File: src/rtl/mmss_timer.sv
// MM:SS stopwatch/countdown timer with run/pause/clear control and a done flag,
// driving a 4-digit multiplexed active-low 7-segment display.
module mmss_timer #(
  parameter int unsigned CLK_HZ      = 100_000_000,
  parameter int unsigned SCAN_HZ     = 1000,
  parameter int unsigned LIMIT_MIN   = 0,
  parameter int unsigned LIMIT_SEC   = 59,
  parameter int unsigned AUTO_RELOAD = 0
) (
  input  logic        clk,
  input  logic        btnC,
  input  logic        start_stop,
  input  logic        clear,
  input  logic        mode,
  output logic [3:0]  segEn,
  output logic [6:0]  seg,
  output logic        dp,
  output logic [15:0] count_bcd,
  output logic        running,
  output logic        done
);

  localparam int unsigned SCAN_DIV_RAW = CLK_HZ / (4 * SCAN_HZ);
  localparam int unsigned SCAN_DIV     = (SCAN_DIV_RAW == 0) ? 1 : SCAN_DIV_RAW;
  localparam int unsigned PSC_W        = (CLK_HZ > 1) ? $clog2(CLK_HZ) : 1;
  localparam int unsigned SCAN_W       = (SCAN_DIV > 1) ? $clog2(SCAN_DIV) : 1;

  localparam logic [PSC_W-1:0]  PSC_MAX  = PSC_W'(CLK_HZ - 1);
  localparam logic [SCAN_W-1:0] SCAN_MAX = SCAN_W'(SCAN_DIV - 1);
  localparam logic [15:0] LIMIT_BCD = {4'(LIMIT_MIN / 10), 4'(LIMIT_MIN % 10),
                                       4'(LIMIT_SEC / 10), 4'(LIMIT_SEC % 10)};

  typedef enum logic [1:0] {
    ST_IDLE  = 2'd0,
    ST_RUN   = 2'd1,
    ST_PAUSE = 2'd2,
    ST_DONE  = 2'd3
  } state_e;

  // BCD increment: seconds ones 0..9, seconds tens 0..5, minutes 00..99.
  function automatic logic [15:0] bcd_inc(input logic [15:0] c);
    logic [15:0] r;
    r = c;
    if (c[3:0] != 4'd9) begin
      r[3:0] = c[3:0] + 4'd1;
    end else begin
      r[3:0] = 4'd0;
      if (c[7:4] != 4'd5) begin
        r[7:4] = c[7:4] + 4'd1;
      end else begin
        r[7:4] = 4'd0;
        if (c[11:8] != 4'd9) begin
          r[11:8] = c[11:8] + 4'd1;
        end else begin
          r[11:8]  = 4'd0;
          r[15:12] = (c[15:12] != 4'd9) ? c[15:12] + 4'd1 : 4'd0;
        end
      end
    end
    return r;
  endfunction

  function automatic logic [15:0] bcd_dec(input logic [15:0] c);
    logic [15:0] r;
    r = c;
    if (c[3:0] != 4'd0) begin
      r[3:0] = c[3:0] - 4'd1;
    end else begin
      r[3:0] = 4'd9;
      if (c[7:4] != 4'd0) begin
        r[7:4] = c[7:4] - 4'd1;
      end else begin
        r[7:4] = 4'd5;
        if (c[11:8] != 4'd0) begin
          r[11:8] = c[11:8] - 4'd1;
        end else begin
          r[11:8]  = 4'd9;
          r[15:12] = (c[15:12] != 4'd0) ? c[15:12] - 4'd1 : 4'd9;
        end
      end
    end
    return r;
  endfunction

  // Active-low {g,f,e,d,c,b,a}; non-BCD codes blank the digit.
  function automatic logic [6:0] seg_decode(input logic [3:0] d);
    logic [6:0] s;
    case (d)
      4'd0:    s = 7'h40;
      4'd1:    s = 7'h79;
      4'd2:    s = 7'h24;
      4'd3:    s = 7'h30;
      4'd4:    s = 7'h19;
      4'd5:    s = 7'h12;
      4'd6:    s = 7'h02;
      4'd7:    s = 7'h78;
      4'd8:    s = 7'h00;
      4'd9:    s = 7'h10;
      default: s = 7'h7F;
    endcase
    return s;
  endfunction

  state_e            state_q, state_d;
  logic              mode_q, mode_d;
  logic [15:0]       count_q, count_d;
  logic [PSC_W-1:0]  psc_q, psc_d;
  logic              done_q, done_d;
  logic              running_q, running_d;
  logic [SCAN_W-1:0] scan_cnt_q, scan_cnt_d;
  logic [1:0]        idx_q, idx_d;
  logic [3:0]        seg_en_q, seg_en_d;
  logic [6:0]        seg_q, seg_d;
  logic              dp_q, dp_d;

  logic [15:0] start_c, term_c, step_c;
  logic [3:0]  digit_c;

  assign start_c = mode_q ? LIMIT_BCD : 16'h0000;
  assign term_c  = mode_q ? 16'h0000 : LIMIT_BCD;
  assign step_c  = mode_q ? bcd_dec(count_q) : bcd_inc(count_q);

  // Control FSM, prescaler and count; clear outranks start_stop, which outranks a tick.
  always_comb begin
    state_d = state_q;
    mode_d  = mode_q;
    count_d = count_q;
    psc_d   = psc_q;
    done_d  = done_q;
    if (clear) begin
      state_d = ST_IDLE;
      count_d = start_c;
      psc_d   = '0;
      done_d  = 1'b0;
    end else begin
      case (state_q)
        ST_IDLE: begin
          mode_d  = mode;
          count_d = mode ? LIMIT_BCD : 16'h0000;
          done_d  = 1'b0;
          if (start_stop) begin
            state_d = ST_RUN;
            psc_d   = '0;
          end
        end
        ST_RUN: begin
          done_d = 1'b0;
          if (start_stop) begin
            state_d = ST_PAUSE;
          end else if (psc_q == PSC_MAX) begin
            psc_d = '0;
            if (count_q == term_c) begin
              count_d = start_c;
            end else begin
              count_d = step_c;
              if (step_c == term_c) begin
                done_d = 1'b1;
                if (AUTO_RELOAD == 0) state_d = ST_DONE;
              end
            end
          end else begin
            psc_d = psc_q + PSC_W'(1);
          end
        end
        ST_PAUSE: begin
          if (start_stop) state_d = ST_RUN;
        end
        ST_DONE: begin
          done_d = 1'b1;
        end
        default: state_d = ST_IDLE;
      endcase
    end
    running_d = (state_d == ST_RUN);
  end

  always_comb begin
    case (idx_q)
      2'd0:    digit_c = count_q[3:0];
      2'd1:    digit_c = count_q[7:4];
      2'd2:    digit_c = count_q[11:8];
      default: digit_c = count_q[15:12];
    endcase
  end

  // Display scan: enables, segments and colon all load on the same edge.
  always_comb begin
    scan_cnt_d = (scan_cnt_q == SCAN_MAX) ? '0 : scan_cnt_q + SCAN_W'(1);
    idx_d      = (scan_cnt_q == SCAN_MAX) ? idx_q + 2'd1 : idx_q;
    seg_en_d   = ~(4'b0001 << idx_q);
    seg_d      = seg_decode(digit_c);
    dp_d       = (idx_q != 2'd2);
  end

  always_ff @(posedge clk or posedge btnC) begin
    if (btnC) begin
      state_q    <= ST_IDLE;
      mode_q     <= 1'b0;
      count_q    <= 16'h0000;
      psc_q      <= '0;
      done_q     <= 1'b0;
      running_q  <= 1'b0;
      scan_cnt_q <= '0;
      idx_q      <= 2'd0;
      seg_en_q   <= 4'b1111;
      seg_q      <= 7'h7F;
      dp_q       <= 1'b1;
    end else begin
      state_q    <= state_d;
      mode_q     <= mode_d;
      count_q    <= count_d;
      psc_q      <= psc_d;
      done_q     <= done_d;
      running_q  <= running_d;
      scan_cnt_q <= scan_cnt_d;
      idx_q      <= idx_d;
      seg_en_q   <= seg_en_d;
      seg_q      <= seg_d;
      dp_q       <= dp_d;
    end
  end

  assign segEn     = seg_en_q;
  assign seg       = seg_q;
  assign dp        = dp_q;
  assign count_bcd = count_q;
  assign running   = running_q;
  assign done      = done_q;

endmodule

File: config.mk
export PLATFORM = sky130hd
export DESIGN_NAME = mmss_timer
export DESIGN_NICKNAME = d
export VERILOG_FILES = /design/src/rtl/mmss_timer.sv
export SDC_FILE = /design/constraint.sdc
export NUM_CORES = 1
export LEC_CHECK = 0
export CORE_MARGIN = 2
export CORE_UTILIZATION = 64
export CTS_CLUSTER_SIZE = 14
export DETAILED_ROUTE_END_ITERATION = 8
export PLACE_DENSITY = 0.86
export SETUP_SLACK_MARGIN = 0.1
export SYNTH_ARGS = -nofsm -noshare
export SYNTH_HDL_FRONTEND = slang
export SYNTH_SLANG_ARGS = --single-unit
File: constraint.sdc
create_clock -name clk -period 5.1 [get_ports clk]
set_input_delay 1.02 -clock clk [delete_from_list [all_inputs] [get_ports clk]]
set_output_delay 1.02 -clock clk [all_outputs]
set_load 0.02 [all_outputs]
# Word level (Yosys, flattened, before mapping)
# Memories as Yosys holds them, arrays and structs flattened. A register that Yosys moved wholly into a read port is not among the register bits.
# Index checks and enable logic that the tools add are counted.
# word_totals
rom_bits	112
word_cells	98
output_inout_bits	30
ff_bits	70
memories	1
in_bits	5
# classes
add_sub_neg	11
n_shift	1
n_eq_ne	18
mux	43
bitwise_logic	2
reduce_logical	12
# memory_table
name	depth	word_bits	rd	rd_ports_with_merged_regs	write_ports	line	source
(no name shown)	16	7	1	1	0	88	case (d)
# op_table
operator	count
27-bit 2-to-1 mux	4
16-bit 2-to-1 mux	5
27-bit case mux with 2 select lines	1
4-bit 2-to-1 mux	10
16-bit by 7-bit equality test with 1-bit output	2
16-bit case mux with 2 select lines	1
27-bit by 1-bit adder with 27-bit output (second input constant)	1
27-bit equality test (second input constant)	1
12-bit 2-to-1 mux	2
7-bit 2-to-1 mux	3
4-bit nonzero test	5
4-bit by 1-bit adder with 4-bit output (second input constant)	4
8-bit 2-to-1 mux	2
4-bit by 1-bit subtractor with 4-bit output (second input constant)	4
15-bit by 1-bit adder with 15-bit output (second input constant)	1
15-bit equality test (second input constant)	1
15-bit 2-to-1 mux	1
2-bit 2-to-1 mux	6
4-bit != test (second input constant)	3
4-bit case mux with 3 select lines	1
3-bit != test (second input constant)	3
2-bit by 1-bit equality test with 1-bit output (second input constant)	3
2-bit equality test (second input constant)	3
3-bit AND reduction	2
other kinds (13)	18

# Logic depth before layout (Yosys ltp)
# depth
ltp_word	14
ltp_mapped	10
ltp_nobuf	10

# Worst setup path after synthesis
# OpenSTA, ideal clock, no wires.
# synth_path
path_kind	flip-flop to flip-flop
startpoint	register count_q[1] (netlist: count_bcd[1])
endpoint	register running_q (netlist: running)
setup_slack_ns	2.472
required_ns	4.980
period_less_slack_ns	2.628
arrival_time_ns	2.507
path_stages_with_launch	8
setup_ns	0.120
n_path_buf	1
cell_sequence	dfrtp_1 -> buf_6 -> or4_4 -> or4_1 -> a32oi_1 -> o2111ai_1 -> or3_1 -> o211a_1
# synth_between
elab_chain_len	11
word_cells_on_any_way	18
cone_classes	2 x add/sub; 4 x eq/ne; 11 x mux; 1 x reduce/logical
# synth_lines
element	line	source
from (decl)	106	logic [15:0] count_q, count_d;
from (signal assigned)	211	count_q <= count_d;
4-bit by 1-bit adder with 4-bit output, or another cell as far along	45	r[3:0] = c[3:0] + 4'd1;
4-bit 2-to-1 mux, or another cell as far along	44	if (c[3:0] != 4'd9) begin
16-bit 2-to-1 mux	121	assign step_c = mode_q ? bcd_dec(count_q) : bcd_inc(count_q);
16-bit by 7-bit equality test with 1-bit output	156	if (step_c == term_c) begin
2-bit 2-to-1 mux	156	
2-bit 2-to-1 mux (*)	152	if (count_q == term_c) begin
2-bit 2-to-1 mux (*)	150	end else if (psc_q == PSC_MAX) begin
2-bit 2-to-1 mux (*)	148	if (start_stop) begin
2-bit case mux with 2 select lines (*)	136	case (state_q)
2-bit 2-to-1 mux (*)	130	if (clear) begin
2-bit by 1-bit equality test with 1-bit output (*)	174	running_d = (state_d == ST_RUN);
via running_d	109	logic running_q, running_d;
to (signal assigned)	214	running_q <= running_d;
to (decl)	109	
# The timed path passes the listed nets; every way through them passes the cells marked *.
# A chain may end at the register's enable or synchronous reset.

# Worst setup path in the final report
# layout_path
startpoint	register count_q[0] (netlist: count_bcd[0])
endpoint	register running_q (netlist: running)
# The elaborated chain is that of the path after synthesis.

==> results.md <==
- The first-pass GRT wire length is 19100 um.
- For this run, the slowest stage of the critical path takes 860 ps.
- Clock-pin slew was measured on the worst setup and hold paths at 70 ps.
- The min-delay analysis places its worst path in the category flop to flop.
- The aggregate global-route resource usage is 28.7%.
- Following the worst setup path forward leads to its endpoint at running.
- Net switching is 33.1% of the power.
- The effective utilization at floorplan is 66.2%.
- Entering global routing, the biggest net connects 51 pins.
- The max-slew violation total from the final report was 0.
- The setup fix buffers added after clock tree synthesis is 0.
- The number of instances in the synthesized netlist is 542.
- The worst-case register-to-register setup slack is 1940 ps.
- The register bit total from synthesis is 76.
- The count of buffer and inverter cells on the critical path is 0.
- The floorplan step defined a die boundary enclosing 8260 sq um.
- The clock sink count is 76.
- The post-route netlist has 9.06% of its cells at a drive strength greater than 1.
- The sequential power share is 46.8%.
- The final net count is 575.
- The most used flip-flop cell after synthesis is sky130_fd_sc_hd__dfrtp_1.
- The ratio of total power to cell area is 277 nW/um^2.
- The part of the cycle the worst path needs is 61.9%.
- VDD sags by at most 0.197 mV.
- The number of DRC violations after detailed-routing iteration 0 is 397.
- Derived from the worst setup path, the maximum achievable clock frequency is 317 MHz.
- Synthesis produced a netlist with a net count of 559.
- TritonCTS built the clock tree.
- The number of hold-repair buffers added at the cts stage is 0.
- Once detail routing completed, the nets flagged for antenna violations numbered 0.
- The critical path crosses 6 cells after its start point.
- The detailed-route wire length is 11400 um.
- The combined area of the multi-input logic cells is 2680 sq um.
- The flow ran to the end, and the final reports show no timing, DRC or antenna violations.
- The worst endpoint data arrival time is 3400 ps.
- In this run the worst path has a maximum fanout of 24.
- The detailed-routing iteration count for the pre-antenna-repair pass is 6.
- The number of inserted diodes is 0.
- Across the whole layout, storage elements account for 1920 sq um.
- The worst hold path depth is 1.
- The proportion of power drawn by combinational gates is 24.8%.
- The total of buffers placed on input and output ports is 34.
- Dividing the detail-routed wire length by the instance count gives 17.2 um.
- The type of element launching the critical path is a flop.
- After synthesis the cells add up to 4830 sq um.
- Clock tree synthesis inserted a total of 9 buffers.
- The sort of element at the end of the critical path is a flop.
- Of the total power, the clock network draws 28.4%.
- The die boundary width is 90.9 um.
- In this run the critical register-to-register path is captured at running.
- Across the routed clock network, the largest skew measured is 8.35 ps.
- The startpoint identified for the worst register-to-register timing path is count_bcd[0].
- The count of different cell masters after synthesis is 70.
- Across the run, the number of max-cap violations was 0.
- The level count of the clock H-tree is 3.
- The internal power of the cells is 995 uW.
- The critical path's slowest cell is sky130_fd_sc_hd__dfrtp_1.
- The filler cells instantiated in the layout total 583.
- After routing, the total negative slack on setup checks comes to 0 ps.
- The mean area per synthesized cell is 8.91 sq um.
- The floorplan die height is 90.9 um.
- The startpoint of the most critical setup path is count_bcd[0].
- The clock tree root buffer cell is sky130_fd_sc_hd__clkbuf_8.
- The number of global-route vias before repair is 3922.
- The worst path needs 3160 ps of the cycle, external delays included.
- The total overflow reported by the global router is 0.
- The number of gates given a new drive strength after cts is 0.
- The worst-case reg-to-reg path depth is 6.
- In this run the count of I/O pins placed on the die edge is 35.
- The synthesized design contains 0 enable-type register cells.
- The last weighted congestion value of the routability-driven placer is 0.908.
- The via count is 4229.
- The headroom to the max-slew limit is 32.7%.
- The area of the placeable core is 7290 sq um.
- From synthesis to final layout, the design area changed by 11.3%.
- The warning count from the yosys run is 0.
- For this run, design rule violations remaining after detail routing come to 0.
- The number of rows in the core area is 31.
- The largest buffer count on any clock path is 2.
- The count of endpoints failing hold in the final timing report is 0.
- The analysis attributes to cell leakage a power of 0.00217 uW.
- Traced cell by cell, the critical path runs through nor4bb_1 > a41oi_1 > a311oi_1 > o2111ai_1 > or3_1 > o211a_1.
- Setup violations remaining at the end of the flow were counted as 0.
- The fraction of the core area covered by cells at the end of the flow is 73.7%.
- In this design, the largest share of critical-path delay is due to simple AND/OR/NAND/NOR gates.
- The critical path is of the flop to flop type.
- The initial antenna violation count is 0.
- The register area share after synthesis is 39.7%.
- The average via count per standard cell is 6.39.
- For the worst-skew pair, the clock arrives at the later sink with an insertion delay of 350 ps.
- The analysis attributes to net switching a power of 492 uW.
- The placed wire-length estimate is 7620 um.
- The proportion of register bits with asynchronous set or reset after synthesis is 100%.
- At the worst endpoint, the required time is 5340 ps.
- Setup repair after global routing left no endpoint under its margin.
- For the pin with the worst max-slew slack, the measured transition is 1010 ps.
==> worst min-delay path by stage <==
stage	start	end	slack, ps
after floorplan	scan_cnt_q[0]	scan_cnt_q[0]	450
after global placement	scan_cnt_q[0]	scan_cnt_q[0]	470
after detailed placement	scan_cnt_q[0]	scan_cnt_q[0]	490
after CTS	scan_cnt_q[0]	scan_cnt_q[0]	500
after global routing	scan_cnt_q[9]	scan_cnt_q[9]	540
final	scan_cnt_q[0]	scan_cnt_q[0]	490
==> power groups by stage <==
stage	Combinational, uW	Sequential, uW	Clock, uW
6_report	369	696	423
3_3_place_gp	351	702	0
2_1_floorplan	249	700	0
5_1_grt	401	702	453
4_1_cts	365	695	428
3_5_place_dp	363	705	0
==> Yosys cell counts (9+ instances only) <==
master | instances | area [sq um]
sky130_fd_sc_hd__dfstp_2 | 11 | 289
sky130_fd_sc_hd__xor2_1 | 16 | 140
sky130_fd_sc_hd__xnor2_1 | 27 | 236
sky130_fd_sc_hd__o31ai_1 | 10 | 75.1
sky130_fd_sc_hd__nor4_1 | 10 | 62.6
sky130_fd_sc_hd__clkbuf_1 | 30 | 113
sky130_fd_sc_hd__ha_1 | 12 | 150
sky130_fd_sc_hd__nand2b_1 | 13 | 81.3
sky130_fd_sc_hd__nor2b_1 | 9 | 56.3
sky130_fd_sc_hd__dfrtp_1 | 65 | 1630
sky130_fd_sc_hd__nand3_1 | 18 | 90.1
sky130_fd_sc_hd__o21ai_0 | 20 | 100
sky130_fd_sc_hd__inv_1 | 22 | 82.6
sky130_fd_sc_hd__nand2_1 | 37 | 139
sky130_fd_sc_hd__a21oi_1 | 20 | 100
sky130_fd_sc_hd__nor2_1 | 62 | 233
sky130_fd_sc_hd__nand4_1 | 13 | 81.3
sky130_fd_sc_hd__nor3_1 | 14 | 70.1
==> stage by stage <==
| step | cells | total power [uW] | hold WS [ps] | instance area [sq um] | worst slack (ps) |
|---|---|---|---|---|---|
| after global placement | 646 | 1050 | 465 | 5190 | 1820 |
| after CTS | 662 | 1490 | 497 | 5370 | 2040 |
| after floorplan | 542 | 949 | 455 | 4830 | 2160 |
| after detailed placement | 646 | 1070 | 487 | 5190 | 1730 |
| after global routing | 662 | 1560 | 542 | 5370 | 1590 |
| final | 662 | 1490 | 494 | 5370 | 1940 |
==> metal layers <==
| metal | part of all wire, % | vias to the layer above | wire (um) | global-route usage [%] |
|---|---|---|---|---|
| met4 | 1.6 | 0 | 178 | 8.08 |
| met1 | 42 | 2040 | 4790 | 38.7 |
| met5 | 0 | - | 0 | 0 |
| li1 | - | 1993 | - | - |
| met2 | 48 | 177 | 5490 | 47.3 |
| met3 | 7.9 | 19 | 900 | 6.09 |
==> cell type report <==
cell class	instances	area share [%]
clock buffers	12	2.89
clock inverters	4	0.466
inverters	23	1.61
multi-input cells	408	49.9
flip-flops and latches	76	35.6
well taps	99	2.31
repair buffers	40	7.17
==> layout by cell type (no fill, tap or decap), types with 10 or more instances in the layout <==
| cell type | instances |
|---|---|
| sky130_fd_sc_hd__xor2_1 | 16 |
| sky130_fd_sc_hd__nor2_1 | 62 |
| sky130_fd_sc_hd__clkbuf_8 | 11 |
| sky130_fd_sc_hd__inv_1 | 21 |
| sky130_fd_sc_hd__nand2b_1 | 13 |
| sky130_fd_sc_hd__ha_1 | 12 |
| sky130_fd_sc_hd__o21ai_0 | 20 |
| sky130_fd_sc_hd__clkdlybuf4s50_1 | 34 |
| sky130_fd_sc_hd__nand3_1 | 18 |
| sky130_fd_sc_hd__nand4_1 | 13 |
| sky130_fd_sc_hd__dfstp_2 | 11 |
| sky130_fd_sc_hd__o31ai_1 | 10 |
| sky130_fd_sc_hd__nor4_1 | 10 |
| sky130_fd_sc_hd__xnor2_1 | 27 |
| sky130_fd_sc_hd__nor3_1 | 14 |
| sky130_fd_sc_hd__dfrtp_1 | 65 |
| sky130_fd_sc_hd__a21oi_1 | 20 |
| sky130_fd_sc_hd__nand2_1 | 37 |
==> cell families after synthesis <==
family | share of synthesized area [%]
AOI/OAI and AO/OA | 14.3
buffers and inverters | 4.79
muxes | 2.18
DFF | 39.7
xor gates and xnor gates | 7.80
and+or+nand+nor | 28.1
adders and majority gates | 3.11
==> registers in the layout (all words and copies together), names as in the netlist <==
name        flops
scan_cnt_q     15
dp              1
mode_q          1
state_q         2
psc_q          27
running         1
count_bcd      16
idx_q           2
segEn           3
seg             7
done            1
No activity file was read; power rests on OpenSTA's default activity.
